===== src/rtl/cpu_pkg.sv =====
// Shared CPU types: word width, PC increment, NOP encoding,
// fetch FSM states and the {pc, insn} bundle carried by the fetch buffer.
package cpu_pkg;

    localparam int WORD     = 32;
    localparam int WORD_MSB = WORD - 1;

    localparam logic [WORD_MSB:0] PC_INC   = 32'd4;
    localparam logic [WORD_MSB:0] NOP_INSN = 32'h0000_0013;

    typedef enum logic [1:0] {
        IDLE,
        RUN,
        HALT,
        HALT_ERR
    } ifu_state_t;

    typedef struct packed {
        logic [WORD_MSB:0] pc;
        logic [WORD_MSB:0] insn;
    } fetch_entry_t;

endpackage


===== src/rtl/if_inst_fifo.sv =====
// Synchronous FIFO of {pc, insn} entries for the fetch stage.
// Ports: clk, rst, flush, push/push_entry, pop, head (entry at read pointer), count.
module if_inst_fifo
    import cpu_pkg::*;
#(
    parameter int DEPTH = 2
) (
    input  logic                     clk,
    input  logic                     rst,
    input  logic                     flush,
    input  logic                     push,
    input  fetch_entry_t             push_entry,
    input  logic                     pop,
    output fetch_entry_t             head,
    output logic [$clog2(DEPTH):0]   count
);

    localparam int PTR_W = $clog2(DEPTH);
    localparam int CNT_W = PTR_W + 1;

    fetch_entry_t     mem [DEPTH];
    logic [PTR_W-1:0] wr_ptr;
    logic [PTR_W-1:0] rd_ptr;
    logic             do_push;
    logic             do_pop;

    always_comb begin
        do_pop  = pop && (count != '0);
        // A push into a full FIFO is only legal when a pop frees a slot.
        do_push = push && ((count != CNT_W'(DEPTH)) || do_pop);
    end

    assign head = mem[rd_ptr];

    always_ff @(posedge clk or posedge rst) begin
        if (rst) begin
            wr_ptr <= '0;
            rd_ptr <= '0;
            count  <= '0;
            for (int i = 0; i < DEPTH; i++) begin
                mem[i] <= '0;
            end
        end else if (flush) begin
            wr_ptr <= '0;
            rd_ptr <= '0;
            count  <= '0;
        end else begin
            if (do_push) begin
                mem[wr_ptr] <= push_entry;
                wr_ptr      <= wr_ptr + PTR_W'(1);
            end
            if (do_pop) begin
                rd_ptr <= rd_ptr + PTR_W'(1);
            end
            if (do_push && !do_pop) begin
                count <= count + CNT_W'(1);
            end else if (!do_push && do_pop) begin
                count <= count - CNT_W'(1);
            end
        end
    end

endmodule


===== src/rtl/inst_fetch_unit.sv =====
// Instruction fetch stage: owns the PC, requests words from the ROM, buffers
// {pc, insn} and hands them to decode over valid/ready.
// Ports: clk, rst, redirect_valid/redirect_pc, halt, rom_cs/rom_as/rom_addr,
// rom_data/rom_rdy, inst_valid/inst_ready/inst_data/inst_pc,
// misalign_err (only when IFU_MISALIGN_CHECK_EN is defined).
module inst_fetch_unit
    import cpu_pkg::*;
#(
    parameter logic [31:0] RESET_PC   = 32'h0000_0000,
    parameter int          FIFO_DEPTH = 2,
    parameter int          ROM_ADDR_W = 12
) (
    input  logic                  clk,
    input  logic                  rst,
    input  logic                  redirect_valid,
    input  logic [WORD_MSB:0]     redirect_pc,
    input  logic                  halt,
    output logic                  rom_cs,
    output logic                  rom_as,
    output logic [ROM_ADDR_W-1:0] rom_addr,
    input  logic [WORD_MSB:0]     rom_data,
    input  logic                  rom_rdy,
    output logic                  inst_valid,
    input  logic                  inst_ready,
    output logic [WORD_MSB:0]     inst_data,
    output logic [WORD_MSB:0]     inst_pc
`ifdef IFU_MISALIGN_CHECK_EN
    ,
    output logic                  misalign_err
`endif
);

    localparam int CNT_W = $clog2(FIFO_DEPTH) + 1;

    ifu_state_t        state;
    logic [WORD_MSB:0] pc;
    logic [WORD_MSB:0] req_pc;
    logic              inflight;
    logic              drop;
    logic [CNT_W-1:0]  fifo_count;
    fetch_entry_t      head;
    fetch_entry_t      push_entry;
    logic [WORD_MSB:0] target;
    logic              bad_target;
    logic [CNT_W:0]    occ;
    logic              pop;
    logic              push;
    logic              issue;
    logic              flush;

`ifdef IFU_MISALIGN_CHECK_EN
    assign target       = redirect_pc;
    assign bad_target   = redirect_valid && (redirect_pc[1:0] != 2'b00);
    assign misalign_err = (state == HALT_ERR);
`else
    logic unused_lsb;
    assign unused_lsb = ^redirect_pc[1:0];
    assign target     = {redirect_pc[WORD_MSB:2], 2'b00};
    assign bad_target = 1'b0;
`endif

    assign inst_valid = (fifo_count != '0);
    assign pop        = inst_valid && inst_ready;

    // Slots that will be taken once the pending response lands, net of
    // this cycle's pop; keeps 1/cycle issue with a 2-entry buffer.
    assign occ = {1'b0, fifo_count}
               + {{CNT_W{1'b0}}, inflight}
               - {{CNT_W{1'b0}}, pop};

    assign issue = (state == RUN) && !halt && !redirect_valid
                && (occ < (CNT_W+1)'(FIFO_DEPTH));

    assign push = inflight && rom_rdy && !drop && !redirect_valid
               && (state != HALT_ERR);

    assign flush = redirect_valid || (state == HALT_ERR);

    assign rom_cs   = issue;
    assign rom_as   = issue;
    assign rom_addr = issue ? pc[ROM_ADDR_W+1:2] : '0;

    assign push_entry.pc   = req_pc;
    assign push_entry.insn = rom_data;

    assign inst_data = inst_valid ? head.insn : '0;
    assign inst_pc   = inst_valid ? head.pc   : '0;

    always_ff @(posedge clk or posedge rst) begin
        if (rst) begin
            state <= IDLE;
        end else if (bad_target) begin
            state <= HALT_ERR;
        end else begin
            unique case (state)
                IDLE:     state <= RUN;
                RUN:      state <= halt ? HALT : RUN;
                HALT:     state <= halt ? HALT : RUN;
                HALT_ERR: state <= HALT_ERR;
                default:  state <= IDLE;
            endcase
        end
    end

    always_ff @(posedge clk or posedge rst) begin
        if (rst) begin
            pc       <= RESET_PC;
            req_pc   <= '0;
            inflight <= 1'b0;
            drop     <= 1'b0;
        end else begin
            // A response still owed after a redirect belongs to the old path.
            drop <= redirect_valid && inflight && !rom_rdy;
            if (issue) begin
                inflight <= 1'b1;
            end else if (rom_rdy) begin
                inflight <= 1'b0;
            end
            if (redirect_valid) begin
                pc <= target;
            end else if (issue) begin
                pc     <= pc + PC_INC;
                req_pc <= pc;
            end
        end
    end

    if_inst_fifo #(
        .DEPTH (FIFO_DEPTH)
    ) u_fifo (
        .clk        (clk),
        .rst        (rst),
        .flush      (flush),
        .push       (push),
        .push_entry (push_entry),
        .pop        (pop),
        .head       (head),
        .count      (fifo_count)
    );

endmodule


===== config.mk =====
export PLATFORM = sky130hd
export DESIGN_NAME = inst_fetch_unit
export DESIGN_NICKNAME = d
export VERILOG_FILES = /design/src/rtl/cpu_pkg.sv /design/src/rtl/if_inst_fifo.sv /design/src/rtl/inst_fetch_unit.sv
export SDC_FILE = /design/constraint.sdc
export NUM_CORES = 1
export LEC_CHECK = 0
export CORE_MARGIN = 3
export CORE_UTILIZATION = 49
export DETAILED_ROUTE_END_ITERATION = 8
export GPL_ROUTABILITY_DRIVEN = 0
export HOLD_SLACK_MARGIN = 0.12
export PLACE_DENSITY = 0.87
export SLEW_MARGIN = 30
export SYNTH_ARGS = -nofsm -noshare
export SYNTH_HDL_FRONTEND = slang
export SYNTH_HIERARCHICAL = 1
export SYNTH_SLANG_ARGS = --single-unit

===== constraint.sdc =====
create_clock -name clk -period 4 [get_ports clk]
set_input_delay 0.8 -clock clk [delete_from_list [all_inputs] [get_ports clk]]
set_output_delay 0.8 -clock clk [all_outputs]
set_load 0.03 [all_outputs]

==> flow_metrics.py <==
metrics = {
    "sta": {
        "fin_max_slew_vios": 0,
        "fmax_ghz": 0.258,
        "worst_pin_slew_ps": 755,
        "slew_headroom_pct": 49.6,
        "final_hold_violation_count": 0,
        "min_period_ps": 3880,
        "finalWorstSetupSlack_ps": 125,
        "finClkSkew_ps": 12.9,
        "rsz0062_at_grt": "no",
        "timing.final.crit_share_pct": 96.9,
        "setup_viol": 0,
    },
    "floorplan": {
        "top_level_ports": 149,
        "placement_rows": 50,
        "core_area_sq_um": 19000,
        "die_x_um": 146,
        "initial_core_util_pct": 50.7,
        "fp.dieArea_sq_um": 21300,
        "height_of_the_die_um": 146,
    },
    "synth": {
        "ys_warn_count": 6,
        "synth_mux_area_share_pct": 24.8,
        "synth_edf_count": 0,
        "synthesis.instances": 799,
        "yosys.area_share.adder_pct": 0.860,
        "synth.yosys.seq_area_share_pct": 51.1,
        "ys_seq_elements": 196,
        "share_of_the_synthesized_netlist_area_taken_by_xor_and_xnor_gates_pct": 0.274,
        "syn-mean-instance-area_sq_um": 12.0,
        "synthFlopType": "dfrtp_1",
        "synth_compound_area_share_pct": 5.49,
        "synthDistinctLibCells": 54,
        "largest_family_of_logic_cells_by_synthesized_area": "multiplexers",
        "async_set_or_reset_register_ratio_after_synthesis_pct": 100,
        "synth-simple-area-share_pct": 14.1,
        "post_synth_instance_area_sq_um": 9600,
    },
    "clock_network": {
        "post_cts_hold_buffer_count": 0,
        "ctsRootBufferMaster": "clkbuf_16",
        "clk_buf_depth": 2,
        "cts_htree_levels": 4,
        "worst_setup_hold_path_clk_slew_ps": 80,
        "clk_latency_ps": 430,
        "cts_num_sinks": 196,
        "tritoncts.num_buffers": 17,
        "cts_tree": "yes",
    },
    "cells_and_area": {
        "area_delta_synth_final_pct": 25.7,
        "multiInputGateArea_sq_um": 4460,
        "final_common_cell": "dfrtp_1",
        "drive_above_1_share_pct": 30.9,
        "layout.cells.most_common_list": "dfrtp_1 (194), mux2_2 (143), clkdlybuf4s50_1 (131)",
        "number_of_inserted_diodes": 0,
        "fill_cells": 1470,
        "layout.area.seq_sq_um": 4910,
        "final_net_count": 1026,
        "final_cell_area_sq_um": 12100,
    },
    "drt": {
        "remaining_drc_errors": 0,
        "num_vias": 6738,
        "vias_per_cell": 5.51,
        "number_of_drc_markers_in_iteration_0": 454,
        "drtAntennaViolNets": 0,
        "drt_first_pass_iters": 5,
        "wl_um": 22200,
        "wl_per_cell_um": 18.1,
    },
    "hold_path": {
        "worstHoldPathType": "reg2reg",
    },
    "grt": {
        "antenna_found_initial": 0,
        "gr-usage-all-layers_pct": 20.8,
        "grt_start_max_net_pins": 133,
        "grt.overflow.total": 0,
        "grt_first_pass_wirelength_um": 36200,
        "grt_pass1_vias": 6794,
    },
    "worst_setup_path": {
        "critPathArrivalTime_ps": 3080,
        "worst-path-max-fanout": 8,
        "critical_path_required_ps": 3200,
        "timing_worst_setup_path_type": "reg2out",
        "start_kind": "flop",
        "worst_setup_path_end_kind": "output pin",
    },
    "placed_design": {
        "placed_cell_area_sq_um": 11400,
        "detailed_placement_hpwl_um": 14000,
        "number_of_buffers_inserted_by_port_buffering": 146,
        "detailedPlace.worstSlack_ps": -367,
    },
    "run_status": {
        "status": "complete, no violations",
    },
    "run": {
        "drv_cap": 0,
    },
    "power": {
        "vdd_drop_max_v": 0.000346,
        "power.leakage_uw": 0.00578,
        "power.density_cell_area_nw_per_um2": 499,
    },
}
where the power goes:
part           switching, uW  internal, uW
logic                    580           874
registers                352          2480
clock network            802           939
total                   1730          4290
state kept, by name, indices dropped and copies added (netlist names):
register       count
drop               1
u_fifo/wr_ptr      1
state              2
inflight           1
pc                30
u_fifo/rd_ptr      1
u_fifo/count       2
req_pc            30
u_fifo/mem       128
timing repair:
action	CTS	global route
setup endpoints to repair	14	14
gates resized for setup	21	1
pin swaps	4	0
hold endpoints to repair	0	0
setup buffers	2	1
cloned	1	0
cell type report:
| type | instances | area share [%] |
|---|---|---|
| sequential | 196 | 40.6 |
| clock buffer | 21 | 3.90 |
| timing repair buffer | 174 | 14.1 |
| clock inverter | 11 | 1.10 |
| timing repair inverter | 1 | 0.135 |
| multi-input combinational | 546 | 36.9 |
| tap | 260 | 2.69 |
| inverter | 14 | 0.570 |
cells by family after synthesis:
| kind of cell | after synthesis |
|---|---|
| AOI/OAI and AO/OA | 76 |
| xor gates and xnor gates | 3 |
| adders and majority gates | 6 |
| buffers and inverters | 60 |
| DFF | 196 |
| muxes | 196 |
| other | 1 |
| and+or+nand+nor | 261 |
worst paths after layout:
check | from | endpoint | slack, ps | depth (start not counted)
min reg2reg | req_pc[16] | req_pc[16] | 500 | 2
max in group asynchronous | rst | req_pc[14] | 2390 | 3
min in group asynchronous | rst | req_pc[5] | 850 | 2
max | u_fifo/count[1] | rom_addr[6] | 120 | 10
min | req_pc[16] | req_pc[16] | 500 | 2
max reg2reg | u_fifo/count[1] | pc[24] | 620 | 13
metal layers:
metal / up-vias / wire length [um] / global-route usage [%]
met2: 229 / 10700 / 33.7
met4: 0 / 224 / 4.23
met5: - / 0 / 0
li1: 3102 / - / -
met3: 27 / 1190 / 4.73
met1: 3380 / 10000 / 29.0
Yosys cell counts (5+ instances only):
library cell,number,area [sq um]
mux2_4,49,736
nand4_1,11,68.8
nand2_1,98,368
nand3_1,13,65.1
clkbuf_1,24,90.1
o211ai_1,12,90.1
ha_1,5,62.6
nor2_1,21,78.8
o21ai_0,16,80.1
or4_1,7,52.6
nor3_1,6,30.0
buf_6,9,101
buf_2,10,50.1
mux2_2,143,1610
and3_1,7,43.8
inv_1,13,48.8
o311ai_1,9,78.8
a21o_1,12,90.1
and2_1,75,469
a21oi_1,11,55.1
dfrtp_1,196,4900
critical path: stages, from the launching register on:
cell and delay (ps):
dfrtp_2 410, or2_4 250, and2_4 150, ha_4 200, nand2b_4 130, fa_2 530
nand2_1 50, or4_4 520, clkinv_8 130, and2_4 160, buf_6 120
stage by stage:
stage	total power (uW)	TNS [ps]	utilization [%]	hold WS [ps]	std cells
after detailed placement	4280	-7480	59.9	482	1187
after floorplan	3860	-148	-	458	802
after global placement	4200	-5810	59.9	479	1187
after global routing	6340	0	63.7	515	1223
after CTS	6070	0	63.7	503	1222
final	6020	0	63.7	497	1223
No activity file was read; power rests on OpenSTA's default activity.
